### src/rtl/bbox_update_ctrl.sv
// rtl/bbox_update_ctrl.sv - bounding-box staging, clamp and frame-synchronous commit controller
//
// Purpose:
//   Accepts detector bounding boxes over a valid/ready handshake, clamps them
//   to the frame, drops degenerate boxes, and stages the newest good box.
//   The staged box is committed to the output registers (with its centre)
//   only on entry to vertical blanking. A hold-off counter invalidates the
//   box after HOLD_FRAMES blanking periods without a fresh commit.
//
// Ports:
//   clk, reset_n            clock, synchronous active-low reset
//   det_valid/det_ready     detector result handshake
//   det_x_min..det_y_max    detected box edges (9 bit)
//   vblank                  vertical blanking level from timing generator
//   overlap_en              user superimpose enable
//   x_min..y_max            committed box edges
//   x_cen, y_cen            committed box centre
//   disable_overlap         1 = colouriser passes camera only
//   drop_cnt                saturating count of rejected boxes

module bbox_update_ctrl #(
  parameter int X_LIM       = 319,
  parameter int Y_LIM       = 239,
  parameter int HOLD_FRAMES = 8,
  parameter int CNT_W       = 4
) (
  input  logic       clk,
  input  logic       reset_n,
  input  logic       det_valid,
  output logic       det_ready,
  input  logic [8:0] det_x_min,
  input  logic [8:0] det_x_max,
  input  logic [8:0] det_y_min,
  input  logic [8:0] det_y_max,
  input  logic       vblank,
  input  logic       overlap_en,
  output logic [8:0] x_min,
  output logic [8:0] x_max,
  output logic [8:0] y_min,
  output logic [8:0] y_max,
  output logic [8:0] x_cen,
  output logic [8:0] y_cen,
  output logic       disable_overlap,
  output logic [7:0] drop_cnt
);

  localparam logic [8:0]     X_LIM_C = 9'(X_LIM);
  localparam logic [8:0]     Y_LIM_C = 9'(Y_LIM);
  localparam logic [CNT_W:0] HOLD_C  = (CNT_W+1)'(HOLD_FRAMES);
  localparam logic [CNT_W:0] ONE_C   = (CNT_W+1)'(1);

  typedef enum logic [1:0] {
    IDLE    = 2'd0,
    PENDING = 2'd1,
    CALC    = 2'd2,
    COMMIT  = 2'd3
  } state_t;

  state_t           state_q, state_d;
  logic             vblank_q, vblank_d;
  logic [8:0]       stg_x_min_q, stg_x_min_d;
  logic [8:0]       stg_x_max_q, stg_x_max_d;
  logic [8:0]       stg_y_min_q, stg_y_min_d;
  logic [8:0]       stg_y_max_q, stg_y_max_d;
  logic [8:0]       cen_x_q, cen_x_d;
  logic [8:0]       cen_y_q, cen_y_d;
  logic [8:0]       x_min_q, x_min_d;
  logic [8:0]       x_max_q, x_max_d;
  logic [8:0]       y_min_q, y_min_d;
  logic [8:0]       y_max_q, y_max_d;
  logic [8:0]       x_cen_q, x_cen_d;
  logic [8:0]       y_cen_q, y_cen_d;
  logic             box_valid_q, box_valid_d;
  logic [CNT_W-1:0] cnt_q, cnt_d;
  logic [7:0]       drop_cnt_q, drop_cnt_d;
  logic             disable_q, disable_d;

  logic             vb_rise;
  logic             xfer;
  logic             reject;
  logic [8:0]       cx_min, cx_max, cy_min, cy_max;
  logic [9:0]       sum_x, sum_y;
  logic [CNT_W:0]   cnt_inc;

  always_comb begin
    vb_rise   = vblank & ~vblank_q;
    // Blocking acceptance on the blanking edge keeps a late result from
    // slipping into the stage while the commit sequence is launched.
    det_ready = ((state_q == IDLE) || (state_q == PENDING)) & ~vb_rise;
    xfer      = det_valid & det_ready;

    cx_min = (det_x_min > X_LIM_C) ? X_LIM_C : det_x_min;
    cx_max = (det_x_max > X_LIM_C) ? X_LIM_C : det_x_max;
    cy_min = (det_y_min > Y_LIM_C) ? Y_LIM_C : det_y_min;
    cy_max = (det_y_max > Y_LIM_C) ? Y_LIM_C : det_y_max;
    reject = (cx_min >= cx_max) || (cy_min >= cy_max);

    // Centre from a 10-bit sum so 319+319 does not wrap before the shift.
    sum_x   = {1'b0, stg_x_min_q} + {1'b0, stg_x_max_q};
    sum_y   = {1'b0, stg_y_min_q} + {1'b0, stg_y_max_q};
    cnt_inc = {1'b0, cnt_q} + ONE_C;

    state_d     = state_q;
    vblank_d    = vblank;
    stg_x_min_d = stg_x_min_q;
    stg_x_max_d = stg_x_max_q;
    stg_y_min_d = stg_y_min_q;
    stg_y_max_d = stg_y_max_q;
    cen_x_d     = cen_x_q;
    cen_y_d     = cen_y_q;
    x_min_d     = x_min_q;
    x_max_d     = x_max_q;
    y_min_d     = y_min_q;
    y_max_d     = y_max_q;
    x_cen_d     = x_cen_q;
    y_cen_d     = y_cen_q;
    box_valid_d = box_valid_q;
    cnt_d       = cnt_q;
    drop_cnt_d  = drop_cnt_q;
    disable_d   = ~overlap_en | ~box_valid_q;

    if (xfer) begin
      if (reject) begin
        if (drop_cnt_q != 8'hFF) begin
          drop_cnt_d = drop_cnt_q + 8'd1;
        end
      end else begin
        stg_x_min_d = cx_min;
        stg_x_max_d = cx_max;
        stg_y_min_d = cy_min;
        stg_y_max_d = cy_max;
      end
    end

    case (state_q)
      IDLE: begin
        if (vb_rise) begin
          // A blanking edge with nothing staged ages the current box.
          if (box_valid_q) begin
            if (cnt_inc == HOLD_C) begin
              box_valid_d = 1'b0;
              cnt_d       = '0;
            end else begin
              cnt_d = cnt_inc[CNT_W-1:0];
            end
          end
        end else if (xfer && !reject) begin
          state_d = PENDING;
        end
      end
      PENDING: begin
        if (vb_rise) begin
          state_d = CALC;
        end
      end
      CALC: begin
        cen_x_d = sum_x[9:1];
        cen_y_d = sum_y[9:1];
        state_d = COMMIT;
      end
      COMMIT: begin
        x_min_d     = stg_x_min_q;
        x_max_d     = stg_x_max_q;
        y_min_d     = stg_y_min_q;
        y_max_d     = stg_y_max_q;
        x_cen_d     = cen_x_q;
        y_cen_d     = cen_y_q;
        box_valid_d = 1'b1;
        cnt_d       = '0;
        state_d     = IDLE;
      end
      default: state_d = IDLE;
    endcase
  end

  always_ff @(posedge clk) begin
    if (!reset_n) begin
      state_q     <= IDLE;
      vblank_q    <= 1'b1;
      stg_x_min_q <= '0;
      stg_x_max_q <= '0;
      stg_y_min_q <= '0;
      stg_y_max_q <= '0;
      cen_x_q     <= '0;
      cen_y_q     <= '0;
      x_min_q     <= '0;
      x_max_q     <= '0;
      y_min_q     <= '0;
      y_max_q     <= '0;
      x_cen_q     <= '0;
      y_cen_q     <= '0;
      box_valid_q <= 1'b0;
      cnt_q       <= '0;
      drop_cnt_q  <= '0;
      disable_q   <= 1'b1;
    end else begin
      state_q     <= state_d;
      vblank_q    <= vblank_d;
      stg_x_min_q <= stg_x_min_d;
      stg_x_max_q <= stg_x_max_d;
      stg_y_min_q <= stg_y_min_d;
      stg_y_max_q <= stg_y_max_d;
      cen_x_q     <= cen_x_d;
      cen_y_q     <= cen_y_d;
      x_min_q     <= x_min_d;
      x_max_q     <= x_max_d;
      y_min_q     <= y_min_d;
      y_max_q     <= y_max_d;
      x_cen_q     <= x_cen_d;
      y_cen_q     <= y_cen_d;
      box_valid_q <= box_valid_d;
      cnt_q       <= cnt_d;
      drop_cnt_q  <= drop_cnt_d;
      disable_q   <= disable_d;
    end
  end

  assign x_min           = x_min_q;
  assign x_max           = x_max_q;
  assign y_min           = y_min_q;
  assign y_max           = y_max_q;
  assign x_cen           = x_cen_q;
  assign y_cen           = y_cen_q;
  assign disable_overlap = disable_q;
  assign drop_cnt        = drop_cnt_q;

endmodule

### config.mk
export PLATFORM = sky130hd
export DESIGN_NAME = bbox_update_ctrl
export DESIGN_NICKNAME = d
export VERILOG_FILES = /design/src/rtl/bbox_update_ctrl.sv
export SDC_FILE = /design/constraint.sdc
export NUM_CORES = 1
export LEC_CHECK = 0
export BUFFER_PORTS_ARGS = -buffer_cell sky130_fd_sc_hd__buf_4
export CAP_MARGIN = 20
export CORE_MARGIN = 2
export CORE_UTILIZATION = 42
export CTS_CLUSTER_SIZE = 10
export DETAILED_ROUTE_END_ITERATION = 16
export PLACE_DENSITY = 0.65
export SYNTH_ARGS = -nofsm -noshare
export SYNTH_HDL_FRONTEND = slang
export SYNTH_SLANG_ARGS = --single-unit
### constraint.sdc
create_clock -name clk -period 2 [get_ports clk]
set_input_delay 0 -clock clk [delete_from_list [all_inputs] [get_ports clk]]
set_output_delay 0 -clock clk [all_outputs]
set_load 0.01 [all_outputs]
==> results.md, run 1 <==
* Run status: finished with violations
* Violated checks: negative setup slack
* Top delay family on crit path: simple AND/OR/NAND/NOR gates
* Slack of the critical path at -107 ps
* WP buf/inv at 1
* Critical Path RT at 2340 ps
* Hold_ws at 13.0 ps
* Critical path data arrival time at 2450 ps
* Global-route wire length before repair at 24500 microns
* WL/cell at 15.5 microns
* Synth unique cells at 52
* Syn nets at 742
* Residual DRC at 0
* Adder-Cell Fraction of Synth Area at 0.0911
* Inst Count DP at 995
* Compound-Gate Fraction of Synth Area at 0.134
* Clock power frac at 0.402
* Die width at 123 microns
* Number of DRC markers in iteration 0 at 321
* Crit path kind: reg -> reg
* # diodes at 0
* Via count at 5365
* Total GRT Usage at 0.206
* Hold Crit Class: in -> reg
* Switch share at 0.288
* Net switching power at 0.00216 W
* Pin count of the biggest net entering global routing at 41
* Slew HR at 0.633
* Die height at 123 microns
* Synth Area in Simple Gates at 0.203
* Fin cells at 1051
* Max FO, Critical Path at 8
* Avg Cell Area, Syn at 9.00 sq um
* Int Power at 0.00535 W
* Final setup viols at 16
* Mux cell area share after synthesis at 0.0996
* Synthesized area at 0.00593 sq mm
* Sequential share of power at 0.371
* Max IR drop VDD at 0.000590 V
* Syn. warnings at 0
* Skew final at 7.57 ps
* Grt total ovfl at 0
* Initial antenna violation count at 0
* Full die area at 0.0151 sq mm
* Htree depth at 4
* Sequential area share after synthesis at 0.422
* Vias in the first global route at 4975
* Cell-by-cell trace of the critical path: inv_4 > ha_4 > nor2_2 > nand3b_1 > o21bai_1 > a31o_2 > or4_1 > a21oi_1
* Clock Tree Root: clkbuf_16
* Fin. Hold Viols at 0
* Comb power frac at 0.227
* Number of synthesized flops with an enable pin at 0
* I/O Pins at 105
* Slowest cell on crit path: or4_1
* Largest family of logic cells by synthesized area: simple AND/OR/NAND/NOR gates
* Worst-Skew Late Latency at 410 ps
* RSZ-0062 raised after global routing: yes
* DR pass1 iterations at 4
* Vias per std cell at 5.10
* Cell taking the most area after synthesis: dfxtp_1
* Total CTS buffers at 17
* Detailed placer's ending HPWL at 11300 microns
* Core region area at 0.0138 sq mm
* Share of the synthesized area in the top cell type at 0.422
* Final ANT Viol Nets at 0
* Top FF cell, synth: dfxtp_1
* Tightest Pin Transition at 551 ps
* Ranking of synthesized cells by area: dfxtp_1, mux2i_1, ha_1
* Sum Neg Setup Slack at -618 ps
* Initial core utilization at 0.429
* Critical path launch point type: flip-flop
* GP Congestion at 0.913
* Clock slew at reported path FFs at 60 ps
* PD cells at 857 mW/mm^2
* Clk buf depth at 2
* Row count at 43
* Final nets at 941
* Synthesized flop and latch total at 125
* Final period util at 1.05
* Commonest non-fill, non-tap cell in the layout: buf_4
* Fraction of layout cells with a size suffix above 1 at 0.378
* CTS tree: done
* Synth Instances at 659
* Clk sink count at 125
* Achievable Freq at 475 MHz
* DRT Wirelength at 16300 microns
* Buffers on Ports at 104
* Max-cap violations at 0
* Share of async-settable or async-resettable flops after synthesis at 0
* Crit. End Element: flip-flop
* Area growth, synth to finish at 47.8%
* Most frequent cells in the layout: buf_4, dfxtp_1, nor2_1
* Max incr delay on CP at 480 ps
* Final min period at 2110 ps
* Post-Synth XOR/XNOR Area at 0.0103
* LEAKAGE at 3.54 nW
* Fin. max-slew vios at 0
## layer usage
metal,part of all wire,global-route usage,up-vias
met5,0,0,-
met4,0.017,0.0718,0
met3,0.043,0.0353,25
met2,0.47,0.319,136
met1,0.47,0.288,2498
li1,-,-,2706
## cells in the mapped netlist, types with 8 or more instances
cell and number:
o31ai_1 8, ha_1 40, dfxtp_1 125, a21oi_1 36, nand3_1 20, nand2_1 39, a211oi_1 10, mux2i_1 59
nand2b_1 11, o21ai_0 22, nor2_1 120, nor3_1 18, nor2b_1 15, inv_1 17, a211oi_2 9, clkbuf_1 19
## power by group through the flow
stage                     logic (W)  registers [W]  clock network, W
after floorplan            0.000785        0.00278                 0
after global placement      0.00129        0.00281                 0
after detailed placement    0.00132        0.00281                 0
after CTS                   0.00141        0.00277           0.00305
after global routing        0.00185        0.00280           0.00318
final                       0.00170        0.00278           0.00302
## area by class of cell
| cell class | count | area, sq um |
|---|---|---|
| Clock buffer | 20 | 447 |
| Clock inverter | 12 | 139 |
| Fill cell | 1128 | 5060 |
| Inverter | 19 | 81.3 |
| Multi-Input combinational cell | 483 | 3590 |
| Sequential cell | 125 | 2510 |
| Tap cell | 180 | 225 |
| Timing Repair Buffer | 212 | 1780 |
## flip-flops by register name, summed over array words and instances (netlist names)
| signal | count |
|---|---|
| stg_x_max_q | 9 |
| y_cen | 9 |
| drop_cnt | 8 |
| box_valid_q | 1 |
| disable_overlap | 1 |
| cen_y_q | 9 |
| stg_y_min_q | 9 |
| stg_y_max_q | 9 |
| x_min | 9 |
| x_cen | 9 |
| stg_x_min_q | 9 |
| y_max | 9 |
| cen_x_q | 9 |
| cnt_q | 4 |
| vblank_q | 1 |
| state_q | 2 |
| x_max | 9 |
| y_min | 9 |
## worst min-delay path, cell delays in order
cell     delay, ps
buf_4          120
buf_4          130
nand3_2         80
a21oi_2         50
## worst paths after layout
path	start	end	slack (ps)	cells past startpoint
worst max-delay path	state_q[0]	drop_cnt[5]	-110	8
worst min-delay path	det_y_max[4]	stg_y_max_q[4]	10	4
worst max register to register	state_q[0]	drop_cnt[5]	-110	8
worst min register to register	x_cen[6]	x_cen[6]	490	2
## metrics by stage
step	utilization	power [W]	cell area [sq um]	setup WS (ps)
final	0.634	0.00751	8770	-107
after global routing	0.634	0.00783	8770	-164
after CTS	0.593	0.00722	8210	-81.8
after detailed placement	0.539	0.00413	7450	-330
after global placement	0.539	0.00409	7450	-203
after floorplan	-	0.00356	5940	39.0
## cell families (layout without fill, tap and decap cells)
kind of cell | after synthesis | after routing
other | 2 | 2
AOI/OAI and AO/OA | 114 | 114
xor gates and xnor gates | 7 | 7
muxes | 59 | 59
adders and majority gates | 42 | 42
DFF | 125 | 125
and+or+nand+nor | 259 | 259
buffers and inverters | 51 | 263
## timing repair
action | 4_1_cts | 5_1_grt
setup buffers | 3 | 6
endpoints found under the setup margin | 38 | 51
pin swaps | 5 | 23
endpoints found under the hold margin | 6 | 1
hold buffers | 7 | 1
gates resized for setup | 19 | 92
cloned | 0 | 7
(Power assumes the default switching activity.)
==> inputs of run 2 (changes only) <==
--- a/config.mk
+++ b/config.mk
@@ -7,6 +7,7 @@
 export LEC_CHECK = 0
 export BUFFER_PORTS_ARGS = -buffer_cell sky130_fd_sc_hd__buf_4
 export CAP_MARGIN = 20
+export CORE_ASPECT_RATIO = 0.8
 export CORE_MARGIN = 2
 export CORE_UTILIZATION = 42
 export CTS_CLUSTER_SIZE = 10
==> results.md, run 2 (synthesized netlist as in run 1, its figures left out) <==
* Worst-Skew Late Latency at 420 ps (about the same)
* GP Congestion at 0.848 (-7.1%)
* Inst Count DP at 992 (-0.30%)
* # diodes at 0 (unchanged)
* Via count at 5356 (-0.17%)
* WL/cell at 15.5 microns (+0.12%)
* DR pass1 iterations at 5 (+1)
* GR Util met1 at 0.307 (+0.0195)
* Setup slack at placement at -313 ps (+17.3 ps)
* Fin. max-slew vios at 0 (unchanged)
* Grt total ovfl at 0 (unchanged)
* Initial antenna violation count at 0 (unchanged)
* Max-cap violations at 0 (unchanged)
* Violated checks: negative setup slack
* PD cells at 876 mW/mm^2 (+2.3%)
* Clk sink count at 125 (unchanged)
* Die height at 110 microns (-10%)
* Final setup viols at 41 (+25)
* FILL cells at 1150 (+2.0%)
* Commonest non-fill, non-tap cell in the layout: buf_4
* RSZ-0062 raised after global routing: yes
* Max FO, Critical Path at 4 (-4)
* CP startpoint: state_q[0]
* Run status: finished with violations
* Skew final at 9.55 ps (+1.98 ps)
* Hold Crit Class: in -> reg
* Vias per std cell at 5.14 (+0.60%)
* Htree depth at 4 (unchanged)
* Critical path launch point type: flip-flop
* Register-to-Register Path Depth at 9 (+1)
* Clock Tree Root: clkbuf_16
* LEAKAGE at 3.48 nW (-1.7%)
* Most Crowded Layer GR: met2
* GRT met3 Usage at 0.0498 (+0.0145)
* Crit path to: state_q[1]
* Net switching power at 0.00205 W (-5.3%)
* Overall Power at 0.00743 W (-1.0%)
* DRT Wirelength at 16200 microns (-0.64%)
* Detailed placer's ending HPWL at 11600 microns (+2.1%)
* Number of DRC markers in iteration 0 at 449 (+40%)
* Achievable Freq at 463 MHz (-2.5%)
* Switch share at 0.275 (-0.0123)
* Max IR drop VDD at 0.000539 V (-8.5%)
* Clock slew at reported path FFs at 60 ps (about the same)
* Comb power frac at 0.213 (-0.014)
* Met2 Use GR at 0.326 (+0.00665)
* Critical path data arrival time at 2510 ps (+60 ps)
* Finished Core Util at 0.619 (-0.0145)
* Core region area at 0.0137 sq mm (-0.97%)
* RR Endpoint: state_q[1]
* Crit path kind: reg -> reg
* Crit. End Element: flip-flop
* Area of the multi-input gates at 0.00341 sq mm (-5.0%)
* Fraction of layout cells with a size suffix above 1 at 0.338 (-0.0394)
* I/O Pins at 105 (unchanged)
* Die width at 137 microns (+11%)
* CTS tree: done
* Critical Path RT at 2350 ps (about the same)
* Area growth, synth to finish at 43.0%
* Sequential share of power at 0.374 (+0.003)
* Fin. Hold Viols at 0 (unchanged)
* Slack of the critical path at -161 ps (-53.8 ps)
* Buffers on Ports at 104 (unchanged)
* Final period util at 1.08 (+0.0269)
* Residual DRC at 0 (unchanged)
* Clock power frac at 0.413 (+0.011)
* Total CTS buffers at 17 (unchanged)
* Vias in the first global route at 5092 (+2.4%)
* Most frequent cells in the layout: buf_4, dfxtp_1, nor2_1
* Int Power at 0.00539 W (+0.66%)
* R2r setup slk at -160 ps (-50 ps)
* Final ANT Viol Nets at 0 (unchanged)
* Final min period at 2160 ps (+53.8 ps)
* Fin cells at 1043 (-0.76%)
* Pin count of the biggest net entering global routing at 47 (+15%)
* Full die area at 0.0151 sq mm (about the same)
* Clk buf depth at 2 (unchanged)
* Row count at 38 (-12%)
* R2r startpoint: state_q[0]
* Initial core utilization at 0.433 (+0.00419)
* Global-route wire length before repair at 25600 microns (+4.5%)
* Register area at 0.00251 sq mm (about the same)
* Total GRT Usage at 0.217 (+0.0114)
* Final nets at 933 (-0.85%)
[run 2: layout make-up]
| cell class | count | share of cell area |
|---|---|---|
| Tap cell | 180 | 0.0266 |
| Inverter | 19 | 0.00870 |
| Timing Repair Buffer | 204 | 0.197 |
| Multi-Input combinational cell | 483 | 0.402 |
| Sequential cell | 125 | 0.296 |
| Clock buffer | 19 | 0.0522 |
| Clock inverter | 13 | 0.0174 |
[run 2: power by group through the flow]
stage	sequential, W	clock, W	combinational [W]
floorplan	0.00278	0	0.000785
global placement	0.00280	0	0.00129
detailed placement	0.00281	0	0.00134
CTS	0.00276	0.00309	0.00143
global route	0.00279	0.00324	0.00172
finish	0.00278	0.00307	0.00158
[run 2: critical path, stage by stage, from the launching register on]
cell and delay, ps:
dfxtp_4 370, inv_4 70, ha_4 130, nor2_2 40, nand3b_1 260, buf_6 190
a2111oi_4 260, a31oi_1 240, or3b_1 390, a21oi_1 130
[run 2: worst min path at each step]
stage	startpoint	to	cells after the start
after detailed placement	overlap_en	disable_overlap	2
after floorplan	overlap_en	disable_overlap	1
after global routing	det_x_max[3]	stg_x_max_q[3]	4
after CTS	det_x_max[8]	stg_x_max_q[6]	5
final	det_x_max[2]	stg_x_max_q[2]	4
after global placement	overlap_en	disable_overlap	2
[run 2: repair_timing]
item	CTS	global route
setup buffers	3	3
endpoints found under the setup margin	40	50
hold buffers	10	0
endpoints found under the hold margin	11	0
pin swaps	3	17
gates cloned	1	2
gates resized for setup	16	46
[run 2: layer usage]
metal	routed length, microns	part of all wire
met3	796	0.049
met2	7240	0.45
met1	7970	0.49
met5	0	0
met4	175	0.011
[run 2: metrics by stage]
stage	TNS [ps]	instance area (sq um)	hold slack [ps]
floorplan	0	5940	84.5
global placement	-5650	7430	197
detailed placement	-12030	7430	198
CTS	-337	8230	15.4
global route	-6630	8480	33.1
finish	-3680	8480	31.6
